[src/rtl/cnt_universal.sv]
// Modulo-N up/down counter with clear, clamped parallel load, wrap or saturate at the limits,
// one-cycle overflow/underflow pulses and a Gray-coded copy of the count.
module cnt_universal #(
  parameter int unsigned WIDTH    = 4,
  parameter int unsigned MODULUS  = 16,
  parameter bit          SATURATE = 1'b0
) (
  input  logic             clk,
  input  logic             rst,
  input  logic             clr,
  input  logic             load,
  input  logic [WIDTH-1:0] d,
  input  logic             en,
  input  logic             up,
  output logic [WIDTH-1:0] q,
  output logic [WIDTH-1:0] q_gray,
  output logic             tc,
  output logic             ovf,
  output logic             unf
);

  localparam longint unsigned Span = 64'd1 << WIDTH;
  localparam logic [WIDTH-1:0] Max = WIDTH'(MODULUS - 1);

  generate
    if (WIDTH < 1 || MODULUS < 2 || 64'(MODULUS) > Span) begin : g_bad_params
      $error("cnt_universal: illegal WIDTH/MODULUS combination");
    end
  endgenerate

  logic [WIDTH-1:0] cnt_q, cnt_d;
  logic             ovf_q, ovf_d;
  logic             unf_q, unf_d;
  logic             at_max, at_zero, above_max;

  assign at_max    = (cnt_q == Max);
  assign at_zero   = (cnt_q == '0);
  assign above_max = (cnt_q > Max);

  always_comb begin
    cnt_d = cnt_q;
    ovf_d = 1'b0;
    unf_d = 1'b0;
    if (clr) begin
      cnt_d = '0;
    end else if (load) begin
      cnt_d = (d > Max) ? Max : d;
    end else if (en) begin
      if (up) begin
        // Out-of-range values can only come from a fault; recover without flagging.
        if (above_max) begin
          cnt_d = '0;
        end else if (at_max) begin
          cnt_d = SATURATE ? Max : '0;
          ovf_d = 1'b1;
        end else begin
          cnt_d = cnt_q + 1'b1;
        end
      end else begin
        if (above_max) begin
          cnt_d = Max;
        end else if (at_zero) begin
          cnt_d = SATURATE ? '0 : Max;
          unf_d = 1'b1;
        end else begin
          cnt_d = cnt_q - 1'b1;
        end
      end
    end
  end

  always_ff @(posedge clk or posedge rst) begin
    if (rst) begin
      cnt_q <= '0;
      ovf_q <= 1'b0;
      unf_q <= 1'b0;
    end else begin
      cnt_q <= cnt_d;
      ovf_q <= ovf_d;
      unf_q <= unf_d;
    end
  end

  assign q      = cnt_q;
  assign q_gray = cnt_q ^ (cnt_q >> 1);
  assign tc     = en & ((up & at_max) | (~up & at_zero));
  assign ovf    = ovf_q;
  assign unf    = unf_q;

endmodule
[config.mk]
export PLATFORM = sky130hd
export DESIGN_NAME = cnt_universal
export DESIGN_NICKNAME = d
export VERILOG_FILES = /design/src/rtl/cnt_universal.sv
export SDC_FILE = /design/constraint.sdc
export NUM_CORES = 1
export LEC_CHECK = 0
export CAP_MARGIN = 15
export CORE_AREA = 2 2 39 41
export CTS_CLUSTER_SIZE = 20
export DETAILED_ROUTE_END_ITERATION = 7
export DIE_AREA = 0 0 41 43
export HOLD_SLACK_MARGIN = 0.08
export PLACE_DENSITY = 0.79
export REMOVE_ABC_BUFFERS = 1
export SLEW_MARGIN = 20
export SYNTH_ARGS = -nofsm -noshare
export SYNTH_HDL_FRONTEND = slang
export SYNTH_SLANG_ARGS = --single-unit
export TNS_END_PERCENT = 5
[constraint.sdc]
create_clock -name clk -period 1.8 [get_ports clk]
set_clock_uncertainty 0.2 [all_clocks]
set_input_delay 0.18 -clock clk [delete_from_list [all_inputs] [get_ports clk]]
set_output_delay 0.18 -clock clk [all_outputs]
set_load 0.05 [all_outputs]
==> impl_results.md, run 1 <==
- Status: finished clean
- Total GRT Usage: 18.5%
- Post-synth EDFFs: 0
- Port bufs: 20
- Layout cells sized above 1: 43.9%
- Area leader, netlist: dfrtp_1
- H-tree Lvls: 1
- Final HPWL DP: 1050 um
- Worst slew margin relative to its limit: 82.3%
- Pre-antenna DRT Iters: 4
- Vias: 582
- Asr flop ratio synth: 100%
- Avg WL per Cell: 13.0 um
- Crit end category: output port
- Layout net count: 118
- Synth cell types: 22
- Global route overflow: 0
- Chip width: 41 um
- Vias per cell: 5.11
- TritonCTS clock tree: built
- Global placement routability congestion: 0.882
- Setup-failing EPs final: 0
- CTS clk-pin slew, worst paths: 40 ps
- CP Class: flip-flop to output port
- Clock Sinks: 6
- Max Freq: 570 MHz
- Die height: 43 um
- Worst-margin pin slew: 265 ps
- Cell Area, Synth: 515 um2
- Vias in the first global route: 534
- 1st-iter DRT viols: 15
- Initial core utilization: 37.3%
- Tot Pwr: 582 uW
- Yosys top cell area share: 29.1%
- Crit path required time: 1420 ps
- Largest net degree at the start of global routing: 10
- Cell count after synthesis: 60
- HP Class: input port to flip-flop
- Initial antenna violation count: 0
- Yosys warns: 0
- Post-synthesis sequential area ratio: 29.1%
- Commonest register cell after synthesis: dfrtp_1
- Most frequent cell after synthesis: a21oi_1
- Final slew viol count: 0
- Mapped Avg Cell Area: 8.59 um2
- Top post-synthesis cells by area: dfrtp_1 (29%), ha_1 (19%), a21oi_1 (8.7%)
- Final hold slack: 283 ps
- Num ports: 21
- Critical Path Fanout Max: 5
- Slowest cell delay on critical path: 430 ps
- Period minus WS final: 1750 ps
- DRC Markers: 0
- Core Rows: 14
- Seq cells post-synth: 6
- DRT antenna net count: 0
- Power Density: 628 nW/um2
- Clk_lat worst skew: 250 ps
- TritonCTS Buffers: 3
- Worst setup SP type: flip-flop
- Static leakage: 0.426 nW
- Post-synth top cells: a21oi_1 (9), ha_1 (8), dfrtp_1 (6), nor2_1 (6), inv_1 (5)
- Die Area: 1760 um2
- Floorplan core area: 1380 um2
- Tcrit/Tclk final: 97.4%
- Critical Path AT: 1370 ps
- Max Cap Violations: 0
- Area delta synth->final: 79.9%
- CP cell instances: inv_2, ha_4, nand3b_1, a21boi_2, buf_12
- Fin. Hold Viols: 0
- WL final: 1480 um
- First-pass GRT wire length: 2170 um
- Max rail drop VDD: 472 uV
- Slowest cell on crit path: dfrtp_2
- Total negative setup slack: 0 ps
- Antenna Cells: 0
- Clock root cell: clkbuf_4
- Clock buffer depth: 2
[power breakdown]
part | internal (mW) | switching, mW
sequential | 0.143 | 0.00873
clock | 0.0756 | 0.0510
combinational | 0.149 | 0.155
[through the flow]
| step | setup slack, ps | utilization [%] | cells | instance area, um2 |
|---|---|---|---|---|
| after floorplan | -1090 | - | 57 | 489 |
| after global placement | 41.0 | 59.4 | 105 | 822 |
| after detailed placement | 15.7 | 59.4 | 105 | 822 |
| after CTS | 9.06 | 64.2 | 113 | 888 |
| after global routing | -15.6 | 67.0 | 114 | 927 |
| final | 45.9 | 67.0 | 114 | 927 |
[kinds of logic after synthesis]
logic type	share of synthesized area, %
AND/OR/NAND/NOR	17.7
adder cells (fa/ha/maj)	19.4
flip-flops	29.1
buffers and inverters	8.74
XOR/XNOR	5.10
AO/OA/AOI/OAI	19.9
[final cells by class]
type,count,area [um2]
Fill cell,103,457
Timing Repair Buffer,38,360
Multi-Input combinational cell,46,354
Sequential cell,6,151
Clock buffer,3,22.5
Tap cell,16,20.0
Inverter,5,18.8
[final timing paths]
| kind | cells after the start | slack, ps | end | start |
|---|---|---|---|---|
| min in group asynchronous | 3 | 540 | ovf | rst |
| max in group asynchronous | 3 | 630 | q[3] | rst |
| min reg2reg | 3 | 560 | q[3] | q[3] |
| max reg2reg | 7 | 180 | q[2] | q[0] |
| max | 5 | 50 | tc | q[3] |
| min | 3 | 280 | q[1] | d[1] |
[timing repair]
| item | in CTS | in global routing |
|---|---|---|
| endpoints found under the hold margin | 6 | 0 |
| pin swaps | 2 | 4 |
| setup endpoints to repair | 1 | 2 |
| resized for setup | 2 | 11 |
| cloned | 0 | 0 |
| buffers inserted | 4 | 1 |
| hold buffers | 1 | 0 |
[critical path, delay by kind of cell, from the launching register on]
family | cells | cell delay, ps
compound gates | 1 | 210
fa+ha+maj | 1 | 130
buf+inv | 2 | 240
flops | 1 | 430
simple gates | 1 | 110
[layout by cell type, fill, tap and decap left out]
cell / netlist / routed
or3b_1: 1 / 1
a211o_2: 1 / 1
a21boi_1: 1 / 1
buf_4: 2 / 24
dfrtp_1: 6 / 5
dlygate4sd3_1: 0 / 1
nor3_1: 2 / 2
a21oi_1: 9 / 9
nand2b_1: 2 / 2
nor2_1: 6 / 6
nand3_1: 1 / 1
inv_1: 5 / 1
o21ai_0: 3 / 3
ha_1: 8 / 4
nor3b_1: 1 / 1
a21oi_2: 1 / 1
a21boi_2: 0 / 1
clkdlybuf4s50_1: 0 / 9
ha_4: 0 / 2
nand3b_1: 1 / 1
o2bb2ai_1: 1 / 1
buf_12: 0 / 4
inv_2: 0 / 4
nand2_1: 3 / 3
dfrtp_2: 0 / 1
clkbuf_4: 0 / 3
xnor2_1: 3 / 3
ha_2: 0 / 2
and3_1: 1 / 1
[per-layer routing]
| layer | vias to the layer above | part of all wire [%] | track usage (%) |
|---|---|---|---|
| met2 | 30 | 55 | 30.9 |
| met4 | 0 | 3.0 | 7.33 |
| li1 | 279 | - | - |
| met1 | 267 | 36 | 19.8 |
| met3 | 6 | 5.8 | 6.81 |
| met5 | - | 0 | 0 |
[sequential cells by signal, indices dropped and copies added (netlist names)]
register / count
ovf: 1
q: 4
unf: 1
Power figures use the tool's default switching activity.
==> inputs of run 2 (changes only) <==
RECOVER_POWER = 25   (was default)
==> impl_results.md, run 2 (synthesized netlist as in run 1, its figures left out) <==
- Final slew viol count: 0 (unchanged)
- Die height: 43 um (unchanged)
- Global route overflow: 0 (unchanged)
- Num ports: 21 (unchanged)
- Max Freq: 570 MHz (about the same)
- Slowest cell delay on critical path: 430 ps (about the same)
- Static leakage: 0.422 nW (-0.94%)
- Most common cell after layout, fill and taps aside: buf_4
- Critical Path Fanout Max: 5 (unchanged)
- TritonCTS clock tree: built
- Status: finished clean
- Setup-failing EPs final: 0 (unchanged)
- Initial core utilization: 37.3% (unchanged)
- TritonCTS Buffers: 3 (unchanged)
- Crit end category: output port
- Slowest cell on crit path: dfrtp_2
- Largest net degree at the start of global routing: 10 (unchanged)
- Clk_lat worst skew: 250 ps (about the same)
- Vias in the first global route: 534 (unchanged)
- Vias per cell: 5.11 (unchanged)
- CP Class: flip-flop to output port
- R2r setup slk: 180 ps (about the same)
- Floorplan core area: 1380 um2 (unchanged)
- Power Density: 630 nW/um2 (+0.32%)
- Worst-margin pin slew: 602 ps (+337 ps)
- Hold Path Origin: d[1]
- Pre-antenna DRT Iters: 4 (unchanged)
- DRC Markers: 0 (unchanged)
- Avg WL per Cell: 12.9 um (-0.20%)
- Port bufs: 20 (unchanged)
- Chip width: 41 um (unchanged)
- Crit path required time: 1420 ps (about the same)
- Max Cap Violations: 0 (unchanged)
- H-tree Lvls: 1 (unchanged)
- Clock buffer depth: 2 (unchanged)
- Initial antenna violation count: 0 (unchanged)
- CP cell instances: inv_2, ha_4, nand3b_1, a21boi_2, buf_12
- Fin util: 66.7% (-0.27 points)
- Clock Sinks: 6 (unchanged)
- Core Rows: 14 (unchanged)
- Vias: 582 (unchanged)
- Period minus WS final: 1750 ps (-0.00740 ps)
- Total GRT Usage: 18.5% (unchanged)
- Worst slew margin relative to its limit: 60.1% (-22 points)
- First-pass GRT wire length: 2170 um (unchanged)
- Worst setup SP type: flip-flop
- 1st-iter DRT viols: 15 (unchanged)
- Global placement routability congestion: 0.882 (unchanged)
- CTS clk-pin slew, worst paths: 40 ps (about the same)
- Fin. Hold Viols: 0 (unchanged)
- Clock root cell: clkbuf_4
- Fill count: 105 (+1.9%)
- Die Area: 1760 um2 (unchanged)
- Tcrit/Tclk final: 97.4% (about the same)
- WL final: 1480 um (-0.20%)
- Reg2Reg Launch Point: q[0]
- Total negative setup slack: 0 ps (unchanged)
- Final HPWL DP: 1050 um (unchanged)
- Layout cells sized above 1: 42.9% (-1.0 points)
- Most frequent cells in the layout: buf_4 (23), a21oi_1 (9), clkdlybuf4s50_1 (8)
- Layout net count: 118 (unchanged)
- DRT antenna net count: 0 (unchanged)
- Area delta synth->final: 79.1%
- Max reg flops: 4 (unchanged)
- HP Class: input port to flip-flop
- Antenna Cells: 0 (unchanged)
- Max rail drop VDD: 472 uV (about the same)
- Crit. Startpoint: q[3]
- Critical Path AT: 1370 ps (about the same)
## run 2: critical path: cells and delay by family, from the launching register on
family	cells	cell delay, ps
buffers and inverters	2	240
AND/OR/NAND/NOR	1	110
adder cells (fa/ha/maj)	1	130
AO/OA/AOI/OAI	1	210
flip-flops	1	430
## run 2: area by class of cell
class | count | area [um2] | area share, %
multi-input combinational | 46 | 354 | 38.3
tap | 16 | 20.0 | 2.17
timing repair buffer | 38 | 357 | 38.6
clock buffer | 3 | 22.5 | 2.44
inverter | 5 | 18.8 | 2.03
sequential | 6 | 151 | 16.4
## run 2: path summary, 6_finish.rpt
kind / to / depth (start not counted)
worst max-delay path: tc / 5
worst min-delay path: q[1] / 3
worst max register to register: q[2] / 7
worst min register to register: q[3] / 3
max in group asynchronous: q[3] / 3
min in group asynchronous: ovf / 3
## run 2: repair_timing
item                                    in CTS  in global routing
hold endpoints to repair                     6                  0
hold buffers                                 1                  0
pin swaps                                    2                  4
setup buffers                                4                  1
endpoints found under the setup margin       1                  2
gates resized for setup                      2                 11
## run 2: metal layers
layer	vias up	wire, um	GRT usage, %
li1	279	-	-
met3	6	86	6.81
met4	0	45	7.33
met2	30	816	30.9
met5	-	0	0
met1	267	526	19.8
## run 2: report_power, final
group	switching [mW]	leakage, nW	internal [mW]
logic	0.155	0.329	0.148
registers	0.00873	0.0788	0.143
clock network	0.0510	0.0138	0.0756
## run 2: through the flow
stage / instance area [um2] / cells / setup WS [ps] / hold slack, ps / power, mW
after floorplan: 489 / 57 / -1090 / -229 / 0.293
after global placement: 822 / 105 / 41.0 / 217 / 0.421
after detailed placement: 822 / 105 / 15.7 / 228 / 0.425
after CTS: 888 / 113 / 9.06 / 290 / 0.564
after global routing: 923 / 114 / -15.6 / 310 / 0.613
final: 923 / 114 / 45.9 / 283 / 0.581
==> inputs of run 3 (changes only) <==
CAP_MARGIN = default   (was 15)
==> results of run 3 <==
Same layout as run 2: the final DEF is identical, and so are final timing and power.
